**src/rtl/alu_exec.sv**
```systemverilog
// Multi-cycle ALU: ADD/SUB/AND/OR/XOR/SHL/SHR in one EXEC cycle.
// Optional iterative shift-add MUL is compiled in only when ALU_MUL_EN is defined.
module alu_exec #(
    parameter int WIDTH = 8
) (
    input  logic             clk,
    input  logic             rst,
    input  logic             start,
    input  logic [2:0]       op,
    input  logic [WIDTH-1:0] a,
    input  logic [WIDTH-1:0] b,
    output logic [WIDTH-1:0] result,
    output logic             carry,
    output logic             zero,
    output logic             busy,
    output logic             done
);

    typedef enum logic [1:0] {
        IDLE = 2'd0,
        EXEC = 2'd1,
        MUL  = 2'd2,
        DONE = 2'd3
    } state_t;

    state_t           state;
    state_t           state_nxt;
    logic             accept;
    logic [2:0]       op_q;
    logic [WIDTH-1:0] a_q;
    logic [WIDTH-1:0] b_q;
    logic [WIDTH:0]   exec_res;

    // Single-cycle ops; the top bit carries carry/borrow/shifted-out bit.
    function automatic logic [WIDTH:0] alu_eval(input logic [2:0] f_op,
                                                input logic [WIDTH-1:0] x,
                                                input logic [WIDTH-1:0] y);
        case (f_op)
            3'b000:  return {1'b0, x} + {1'b0, y};
            3'b001:  return {1'b0, x} - {1'b0, y};
            3'b010:  return {1'b0, x & y};
            3'b011:  return {1'b0, x | y};
            3'b100:  return {1'b0, x ^ y};
            3'b101:  return {x, 1'b0};
            3'b110:  return {x[0], 1'b0, x[WIDTH-1:1]};
            default: return '0;
        endcase
    endfunction

    assign accept   = (state == IDLE) && start;
    assign exec_res = alu_eval(op_q, a_q, b_q);

`ifdef ALU_MUL_EN
    localparam int CNT_W = $clog2(WIDTH + 1);

    logic [CNT_W-1:0]   cnt;
    logic [2*WIDTH-1:0] acc;
    logic [2*WIDTH-1:0] acc_nxt;
    logic [2*WIDTH-1:0] mcand;
    logic [WIDTH-1:0]   mplier;
    logic               mul_last;

    assign acc_nxt  = mplier[0] ? (acc + mcand) : acc;
    assign mul_last = (cnt == CNT_W'(WIDTH - 1));

    always_ff @(posedge clk or posedge rst) begin
        if (rst) begin
            cnt <= '0;
        end else if (accept) begin
            cnt <= '0;
        end else if (state == MUL) begin
            cnt <= cnt + CNT_W'(1);
        end
    end

    // Multiplier consumes one bit of b per edge, LSB first.
    always_ff @(posedge clk) begin
        if (accept) begin
            acc    <= '0;
            mcand  <= {{WIDTH{1'b0}}, a};
            mplier <= b;
        end else if (state == MUL) begin
            acc    <= acc_nxt;
            mcand  <= mcand << 1;
            mplier <= mplier >> 1;
        end
    end
`endif

    always_ff @(posedge clk) begin
        if (accept) begin
            op_q <= op;
            a_q  <= a;
            b_q  <= b;
        end
    end

    always_ff @(posedge clk or posedge rst) begin
        if (rst) begin
            state <= IDLE;
        end else begin
            state <= state_nxt;
        end
    end

    always_comb begin
        state_nxt = state;
        busy      = 1'b0;
        done      = 1'b0;
        case (state)
            IDLE: begin
                if (start) begin
`ifdef ALU_MUL_EN
                    state_nxt = (op == 3'b111) ? MUL : EXEC;
`else
                    state_nxt = EXEC;
`endif
                end
            end
            EXEC: begin
                busy      = 1'b1;
                state_nxt = DONE;
            end
            MUL: begin
                busy = 1'b1;
`ifdef ALU_MUL_EN
                if (mul_last) state_nxt = DONE;
`else
                state_nxt = IDLE;
`endif
            end
            DONE: begin
                done      = 1'b1;
                state_nxt = IDLE;
            end
            default: state_nxt = IDLE;
        endcase
    end

    // Outputs change only on the completing edge and hold otherwise.
    always_ff @(posedge clk or posedge rst) begin
        if (rst) begin
            result <= '0;
            carry  <= 1'b0;
            zero   <= 1'b0;
        end else if (state == EXEC) begin
            result <= exec_res[WIDTH-1:0];
            carry  <= exec_res[WIDTH];
            zero   <= (exec_res[WIDTH-1:0] == '0);
`ifdef ALU_MUL_EN
        end else if ((state == MUL) && mul_last) begin
            result <= acc_nxt[WIDTH-1:0];
            carry  <= |acc_nxt[2*WIDTH-1:WIDTH];
            zero   <= (acc_nxt[WIDTH-1:0] == '0);
`endif
        end
    end

endmodule
```
**config.mk**
```make
export PLATFORM = sky130hd
export DESIGN_NAME = alu_exec
export DESIGN_NICKNAME = d
export VERILOG_FILES = /design/src/rtl/alu_exec.sv
export SDC_FILE = /design/constraint.sdc
export NUM_CORES = 1
export LEC_CHECK = 0
export ABC_AREA = 1
export CORE_MARGIN = 1
export CORE_UTILIZATION = 40
export CTS_CLUSTER_SIZE = 10
export DETAILED_ROUTE_END_ITERATION = 12
export HOLD_SLACK_MARGIN = 0.08
export PLACE_DENSITY = 0.6
export SYNTH_ARGS = -nofsm -noshare
export SYNTH_HDL_FRONTEND = slang
export SYNTH_SLANG_ARGS = --single-unit
```
**constraint.sdc**
```tcl
create_clock -name clk -period 2.7 [get_ports clk]
set_input_delay 0.405 -clock clk [delete_from_list [all_inputs] [get_ports clk]]
set_output_delay 0.405 -clock clk [all_outputs]
set_load 0.005 [all_outputs]
```
==> tab_implementation.tex, run 1 <==
\begin{tabular}{lr}
\hline
Metric & Value \\
\hline
\multicolumn{2}{l}{\textbf{Logic synthesis}} \\
\quad Xor and xnor area share after synthesis & 2.29\% \\
\quad Number of enable flip-flop cells after synthesis & 19 \\
\quad Top cells by area in the synthesized netlist & edfxtp\_1 25\%, ha\_1 16\%, nand2\_1 14\% \\
\quad Mapped Avg Cell Area & 7.90 µm² \\
\quad Total of warnings raised by yosys & 0 \\
\quad Synth Area in Compound Gates & 6.26\% \\
\quad Synth Area in Simple Gates & 27.6\% \\
\quad Library cell with the highest instance count after synthesis & nand2\_1 \\
\quad Post-synthesis mux area share & 0\% \\
\quad Flop and latch count out of synthesis & 31 \\
\quad Proportion of netlist area held by the largest area contributor & 24.8\% \\
\quad Distinct cells, synth & 27 \\
\quad Largest family of logic cells by synthesized area & simple AND/OR/NAND/NOR gates \\
\quad Post-synthesis sequential area ratio & 37.9\% \\
\quad Post-synth net total & 343 \\
\quad Post-synthesis async set-or-reset flop share & 38.7\% \\
\quad Instance count of the mapped netlist & 291 \\
\quad Top post-synthesis cells by count & 83 x nand2\_1, 45 x inv\_1, 29 x ha\_1 \\
\quad Synthesized-area fraction occupied by adder cells & 16.7\% \\
\quad Synth Cell Area & 0.00230 mm² \\
\quad Cell type with the largest total area after synthesis & edfxtp\_1 \\
\quad Predominant post-synthesis flop cell & edfxtp\_1 \\
\multicolumn{2}{l}{\textbf{Global routing}} \\
\quad Aggregate global routing overflow & 0 \\
\quad Total global routing track utilization & 18.6\% \\
\quad Global-route wire length before repair & 8.75 mm \\
\quad Vias in the first global route & 1,898 \\
\quad Initial antenna violation count & 0 \\
\quad Maximum number of pins on one net before global-route repair & 20 \\
\multicolumn{2}{l}{\textbf{Routing}} \\
\quad Vias post-DR & 2,025 \\
\quad Detailed router's first-iteration violation count & 96 \\
\quad Routed WL & 5.06 mm \\
\quad Post-detailed-route DRC marker count & 0 \\
\quad Remaining antenna violation count after routing & 0 \\
\quad Per-cell via count in the routed design & 4.93 \\
\quad Pre-antenna DRT Iters & 4 \\
\quad Routed WL per cell & 12.3 µm \\
\multicolumn{2}{l}{\textbf{Job}} \\
\quad Max-cap check violation count & 0 \\
\multicolumn{2}{l}{\textbf{Pwr}} \\
\quad Leakage power of the design & 1.43 nW \\
\quad Total design power & 2.25 mW \\
\quad Pwr per Cell Area & 778 mW/mm² \\
\quad IR Drop Worst-Case VDD & 0.468 mV \\
\multicolumn{2}{l}{\textbf{Floorplanning}} \\
\quad Initial Utilization & 41.7\% \\
\quad Die height & 77.8 µm \\
\quad Horizontal die dimension & 77.8 µm \\
\quad Die Footprint & 0.00605 mm² \\
\quad Area of the core & 0.00551 mm² \\
\quad \# rows & 27 \\
\quad Boundary pin count & 34 \\
\multicolumn{2}{l}{\textbf{STA}} \\
\quad Clock period minus worst slack & 2.41 ns \\
\quad Highest achievable clock rate & 414 MHz \\
\quad Slew headroom & 64.6\% \\
\quad Hold violation total from the final report & 0 \\
\quad Slew @ Worst Pin & 0.529 ns \\
\quad Final setup fails & 0 \\
\quad Maximum clock skew at final layout & 0.00611 ns \\
\quad Hold WS & 0.412 ns \\
\quad Final count of pins violating max slew & 0 \\
\quad Final Cycle Share & 89.4\% \\
\quad Worst Setup Slack, final & 0.287 ns \\
\multicolumn{2}{l}{\textbf{Placed design}} \\
\quad Detailed Place HPWL & 3.98 mm \\
\quad Port buffer count & 33 \\
\quad Worst Setup Slack post-DPL & 0.267 ns \\
\quad RePlAce Congestion & 0.892 \\
\quad Placed cell count & 397 \\
\multicolumn{2}{l}{\textbf{Setup path}} \\
\quad Crit path DAT & 2.64 ns \\
\quad Highest net fanout along the worst path & 5 \\
\quad Kind of critical path & flop to flop \\
\quad Critical Path Sink Type & flop \\
\quad Required time worst endpoint & 2.92 ns \\
\quad Startpoint types & flop \\
\multicolumn{2}{l}{\textbf{Clock network}} \\
\quad Depth of the CTS H-tree & 2 \\
\quad Maximum buffer depth of the clock tree & 2 \\
\quad Clock-pin slew on the worst setup and hold paths & 0.07 ns \\
\quad Root Buffer Master & clkbuf\_8 \\
\quad Num CTS Buffers & 5 \\
\quad Number of clock sinks & 31 \\
\quad Post-CTS Hold Buffers & 0 \\
\quad CTS tree & built \\
\quad Source-to-sink clock delay at the later pin of the worst-skew pair & 0.28 ns \\
\multicolumn{2}{l}{\textbf{Status}} \\
\quad Run status & complete, no violations \\
\multicolumn{2}{l}{\textbf{Finish}} \\
\quad ANT cells & 0 \\
\quad Fillcell total & 525 \\
\quad Nets & 390 \\
\quad Growth of design area from synthesis to finish & 26.0\% \\
\quad Fin cells & 411 \\
\quad Area occupied by multi-input gates & 0.00124 mm² \\
\quad Total area of sequential cells & 871 µm² \\
\quad Fraction of final layout cells with drive strength greater than 1 & 9.44\% \\
\multicolumn{2}{l}{\textbf{Hold path}} \\
\quad Hold WC Path Type & input port to async pin \\
\hline
\end{tabular}
==> worst paths after layout <==
check	startpoint	to	cells past startpoint	slack, ns
setup / recovery	b_q[2]$_DFFE_PP_	carry$_DFFE_PP0P_	13	0.29
hold / removal	rst	result[6]$_DFFE_PP0P_	2	0.41
setup reg to reg	b_q[2]$_DFFE_PP_	carry$_DFFE_PP0P_	13	0.29
hold reg to reg	result[4]$_DFFE_PP0P_	result[4]$_DFFE_PP0P_	2	0.48
max in group asynchronous	rst	result[0]$_DFFE_PP0P_	2	1.99
min in group clk	result[4]$_DFFE_PP0P_	result[4]$_DFFE_PP0P_	2	0.48
==> power by group <==
| group | total [mW] | switching, mW | internal (mW) | leakage [nW] |
|---|---|---|---|---|
| clock | 0.369 | 0.164 | 0.205 | 0.0482 |
| sequential | 0.743 | 0.0938 | 0.649 | 0.326 |
| combinational | 1.14 | 0.633 | 0.507 | 1.05 |
==> registers in the layout, summed over array words and instances, names as in the netlist <==
signal and cells:
a_q 8, b_q 8, result 8, op_q 3, state 2, carry 1, zero 1
==> per-layer routing <==
layer  share of wire [%]  routed length [µm]  track usage (%)  up-vias
met5                   0                   0                0        -
met4                 1.6                  81             5.66        0
met3                 3.9                 196             2.82        9
met2                  46                2330             30.4       57
met1                  48                2450             25.3      914
li1                    -                   -                -     1045
==> cell usage in the layout (no fill, tap or decap), types with 2 or more instances in the layout <==
cell type / Yosys / layout
o211ai_1: 2 / 2
o21a_1: 2 / 2
nor3_2: 1 / 2
inv_2: 4 / 4
inv_1: 45 / 45
ha_1: 29 / 27
a31oi_1: 2 / 2
or2_2: 2 / 2
nor3_1: 5 / 4
nand3_1: 25 / 25
nor2_1: 14 / 14
dfrtp_1: 12 / 12
o22ai_1: 3 / 3
edfxtp_1: 19 / 19
buf_4: 3 / 12
a21oi_1: 6 / 6
nand4_1: 12 / 12
xor2_1: 6 / 6
clkdlybuf4s50_1: 0 / 33
clkbuf_8: 0 / 6
o21ai_0: 8 / 8
nand2_1: 83 / 83
==> worst max-delay path, cell delays in order, from the launching register on <==
cell and delay [ns]:
edfxtp_1 0.40, nor3_1 0.39, a31oi_1 0.16, xor2_1 0.15, inv_1 0.05, ha_1 0.34
a21oi_1 0.28, o21a_1 0.17, nand2_1 0.06, nand3_1 0.07, nand3_1 0.07, nand2_1 0.09
nand2_1 0.06, nand2_1 0.06
==> through the flow <==
step,util [%],area [µm²],TNS [ns]
2_1_floorplan,-,2300,0
3_3_place_gp,49.6,2730,0
3_5_place_dp,49.6,2730,0
4_1_cts,51.3,2830,0
5_1_grt,52.6,2900,-0.00830
6_report,52.6,2900,0
==> timing repair <==
| item | 4_1_cts | 5_1_grt |
|---|---|---|
| resized for setup | 0 | 4 |
| hold endpoints to repair | 0 | 0 |
| setup endpoints to repair | 0 | 2 |
| buffers inserted | 0 | 6 |
==> cells by family (layout without fill, tap and decap cells) <==
group,Yosys count,after routing
AND/OR/NAND/NOR,145,145
buffers and inverters,54,102
flip-flops,31,31
adder cells (fa/ha/maj),30,30
AO/OA/AOI/OAI,25,25
XOR/XNOR,6,6
==> cell type report <==
| type | instances | area share (%) |
|---|---|---|
| multi-input combinational | 206 | 42.8 |
| sequential | 31 | 30.1 |
| timing repair buffer | 45 | 14.5 |
| inverter | 49 | 6.35 |
| tap | 72 | 3.11 |
| clock buffer | 7 | 2.98 |
| clock inverter | 1 | 0.173 |
Power figures use the tool's default switching activity.
==> run 2: changes to the inputs <==
==> constraint.sdc (replaced) <==
create_clock -name clk -period 3.01 [get_ports clk]
set_input_delay 0.4515 -clock clk [delete_from_list [all_inputs] [get_ports clk]]
set_output_delay 0.4515 -clock clk [all_outputs]
set_load 0.005 [all_outputs]
==> tab_implementation.tex, run 2 (synthesis gave the netlist of run 1 again) <==
\begin{tabular}{lr}
\hline
Metric & Value \\
\hline
\multicolumn{2}{l}{\textbf{Status}} \\
\quad Run status & complete, no violations \\
\multicolumn{2}{l}{\textbf{STA}} \\
\quad Final Cycle Share & 86.8\% \\
\quad Slew @ Worst Pin & 0.773 ns \\
\quad Hold violation total from the final report & 0 \\
\quad RSZ-0062 raised after global routing & false \\
\quad Slew headroom & 48.4\% \\
\quad Setup TNS Final & 0 ns \\
\quad Final count of pins violating max slew & 0 \\
\quad Hold WS & 0.460 ns \\
\quad Worst Setup Slack, final & 0.397 ns \\
\quad Highest achievable clock rate & 383 MHz \\
\quad Maximum clock skew at final layout & 0.00978 ns \\
\quad Final setup fails & 0 \\
\quad Clock period minus worst slack & 2.61 ns \\
\multicolumn{2}{l}{\textbf{Routing}} \\
\quad Pre-antenna DRT Iters & 4 \\
\quad Routed WL per cell & 12.7 µm \\
\quad Vias post-DR & 1,985 \\
\quad Post-detailed-route DRC marker count & 0 \\
\quad Routed WL & 5.11 mm \\
\quad Per-cell via count in the routed design & 4.95 \\
\quad Detailed router's first-iteration violation count & 101 \\
\quad Remaining antenna violation count after routing & 0 \\
\multicolumn{2}{l}{\textbf{Floorplanning}} \\
\quad Initial Utilization & 41.7\% \\
\quad Die Footprint & 0.00605 mm² \\
\quad Area of the core & 0.00551 mm² \\
\quad Die height & 77.8 µm \\
\quad Boundary pin count & 34 \\
\quad \# rows & 27 \\
\quad Horizontal die dimension & 77.8 µm \\
\multicolumn{2}{l}{\textbf{Setup path}} \\
\quad Worst R2R Start & op\_q[1]\$\_DFFE\_PP\_ \\
\quad Worst reg2reg setup slack & 0.40 ns \\
\quad Startpoint types & flop \\
\quad Combined buffer and inverter count along the critical path & 2 \\
\quad CP top delay family & simple AND/OR/NAND/NOR gates \\
\quad Critical path startpoint & op\_q[1]\$\_DFFE\_PP\_ \\
\quad Endpoint of the most critical setup path & zero\$\_DFFE\_PP0P\_ \\
\quad Logic depth of the worst setup path including buffers & 15 \\
\quad CP max stage cell & edfxtp\_1 \\
\quad Endpoint of the lowest-slack register-to-register path & zero\$\_DFFE\_PP0P\_ \\
\quad Critical Path Sink Type & flop \\
\quad Required time worst endpoint & 3.24 ns \\
\quad Crit path DAT & 2.85 ns \\
\quad Cell mode on critical path & nand2\_1 \\
\quad Delay contributed by the slowest stage of the critical path & 0.53 ns \\
\quad Highest net fanout along the worst path & 10 \\
\quad Worst-path cell chain & inv\_2 -> nand3\_2 -> inv\_1 -> or2\_2 -> xor2\_1 -> ha\_1 -> a21oi\_1 -> nand2\_1 -> nand2\_1 -> nand3\_1 -> nand3\_1 -> nand2\_1 -> nor2\_1 -> nand3\_1 -> nand2\_1 \\
\quad Kind of critical path & flop to flop \\
\quad Depth of the worst register-to-register path & 15 \\
\multicolumn{2}{l}{\textbf{Clock network}} \\
\quad Number of clock sinks & 31 \\
\quad Root Buffer Master & clkbuf\_8 \\
\quad Source-to-sink clock delay at the later pin of the worst-skew pair & 0.29 ns \\
\quad Quantity of gates resized following cts & 0 \\
\quad CTS tree & built \\
\quad Postcts setup bufs & 0 \\
\quad Clock-pin slew on the worst setup and hold paths & 0.07 ns \\
\quad Num CTS Buffers & 5 \\
\quad Maximum buffer depth of the clock tree & 2 \\
\quad Depth of the CTS H-tree & 2 \\
\quad Post-CTS Hold Buffers & 0 \\
\multicolumn{2}{l}{\textbf{Job}} \\
\quad Max-cap check violation count & 0 \\
\multicolumn{2}{l}{\textbf{Placed design}} \\
\quad Placed cell count & 393 \\
\quad RePlAce Congestion & 0.945 \\
\quad Port buffer count & 33 \\
\quad Detailed Place HPWL & 4.06 mm \\
\quad Worst Setup Slack post-DPL & 0.409 ns \\
\multicolumn{2}{l}{\textbf{Global routing}} \\
\quad Global-route wire length before repair & 8.84 mm \\
\quad Maximum number of pins on one net before global-route repair & 20 \\
\quad Aggregate global routing overflow & 0 \\
\quad Vias in the first global route & 1,923 \\
\quad Initial antenna violation count & 0 \\
\quad Total global routing track utilization & 19.0\% \\
\multicolumn{2}{l}{\textbf{Pwr}} \\
\quad Cell internal pwr & 1.21 mW \\
\quad Part of the total power dissipated in combinational logic & 48.2\% \\
\quad Switching share of total power & 39.9\% \\
\quad Pwr per Cell Area & 719 mW/mm² \\
\quad Net load switching power & 0.806 mW \\
\quad Total design power & 2.02 mW \\
\quad Portion of total power attributed to sequential cells & 33.5\% \\
\quad Leakage power of the design & 1.38 nW \\
\quad IR Drop Worst-Case VDD & 0.390 mV \\
\quad Clk pwr share & 18.3\% \\
\multicolumn{2}{l}{\textbf{Finish}} \\
\quad Growth of design area from synthesis to finish & 22.1\% \\
\quad Most common library cell in the layout ignoring fill and taps & nand2\_1 \\
\quad Commonest non-fill, non-tap cells in the layout & 83 x nand2\_1, 45 x inv\_1, 33 x clkdlybuf4s50\_1, 29 x ha\_1, 25 x nand3\_1 \\
\quad Fin cells & 401 \\
\quad Largest registers ranked by flip-flop count & a\_q x8, b\_q x8, result x8 \\
\quad Fraction of final layout cells with drive strength greater than 1 & 5.78\% \\
\quad Nets & 380 \\
\quad ANT cells & 0 \\
\multicolumn{2}{l}{\textbf{Hold path}} \\
\quad Hold WC Path Type & input port to async pin \\
\hline
\end{tabular}
==> run 2: layout make-up <==
type / count / area, µm²
fill: 548 / 2700
multi-input combinational: 206 / 1210
sequential: 31 / 871
timing repair buffer: 35 / 345
inverter: 49 / 184
clock buffer: 7 / 96.3
tap: 72 / 90.1
clock inverter: 1 / 6.26
==> run 2: stage by stage <==
stage	util [%]	cell area [µm²]
2_1_floorplan	-	2300
3_3_place_gp	49.1	2700
3_5_place_dp	49.1	2700
4_1_cts	51.0	2810
5_1_grt	51.0	2810
6_report	51.0	2810
==> run 2: worst min path at each step <==
stage | endpoint | cells after the start
finish | result[7]$_DFFE_PP0P_ | 2
CTS | result[7]$_DFFE_PP0P_ | 2
floorplan | carry$_DFFE_PP0P_ | 1
global placement | result[1]$_DFFE_PP0P_ | 2
global route | result[7]$_DFFE_PP0P_ | 2
detailed placement | result[6]$_DFFE_PP0P_ | 2
==> run 2: power groups by stage <==
stage	Combinational [mW]	Sequential [mW]	Clock, mW
6_report	0.972	0.676	0.370
5_1_grt	1.13	0.694	0.393
4_1_cts	0.978	0.679	0.378
3_5_place_dp	0.975	0.687	0
3_3_place_gp	0.964	0.686	0
2_1_floorplan	0.649	0.662	0
==> run 2: routing by layer <==
metal / track usage (%) / vias up / part of all wire, %
met5: 0 / - / 0
met4: 7.74 / 0 / 1.7
met1: 25.1 / 897 / 48
met3: 2.94 / 7 / 5.5
li1: - / 1027 / -
met2: 30.8 / 54 / 45
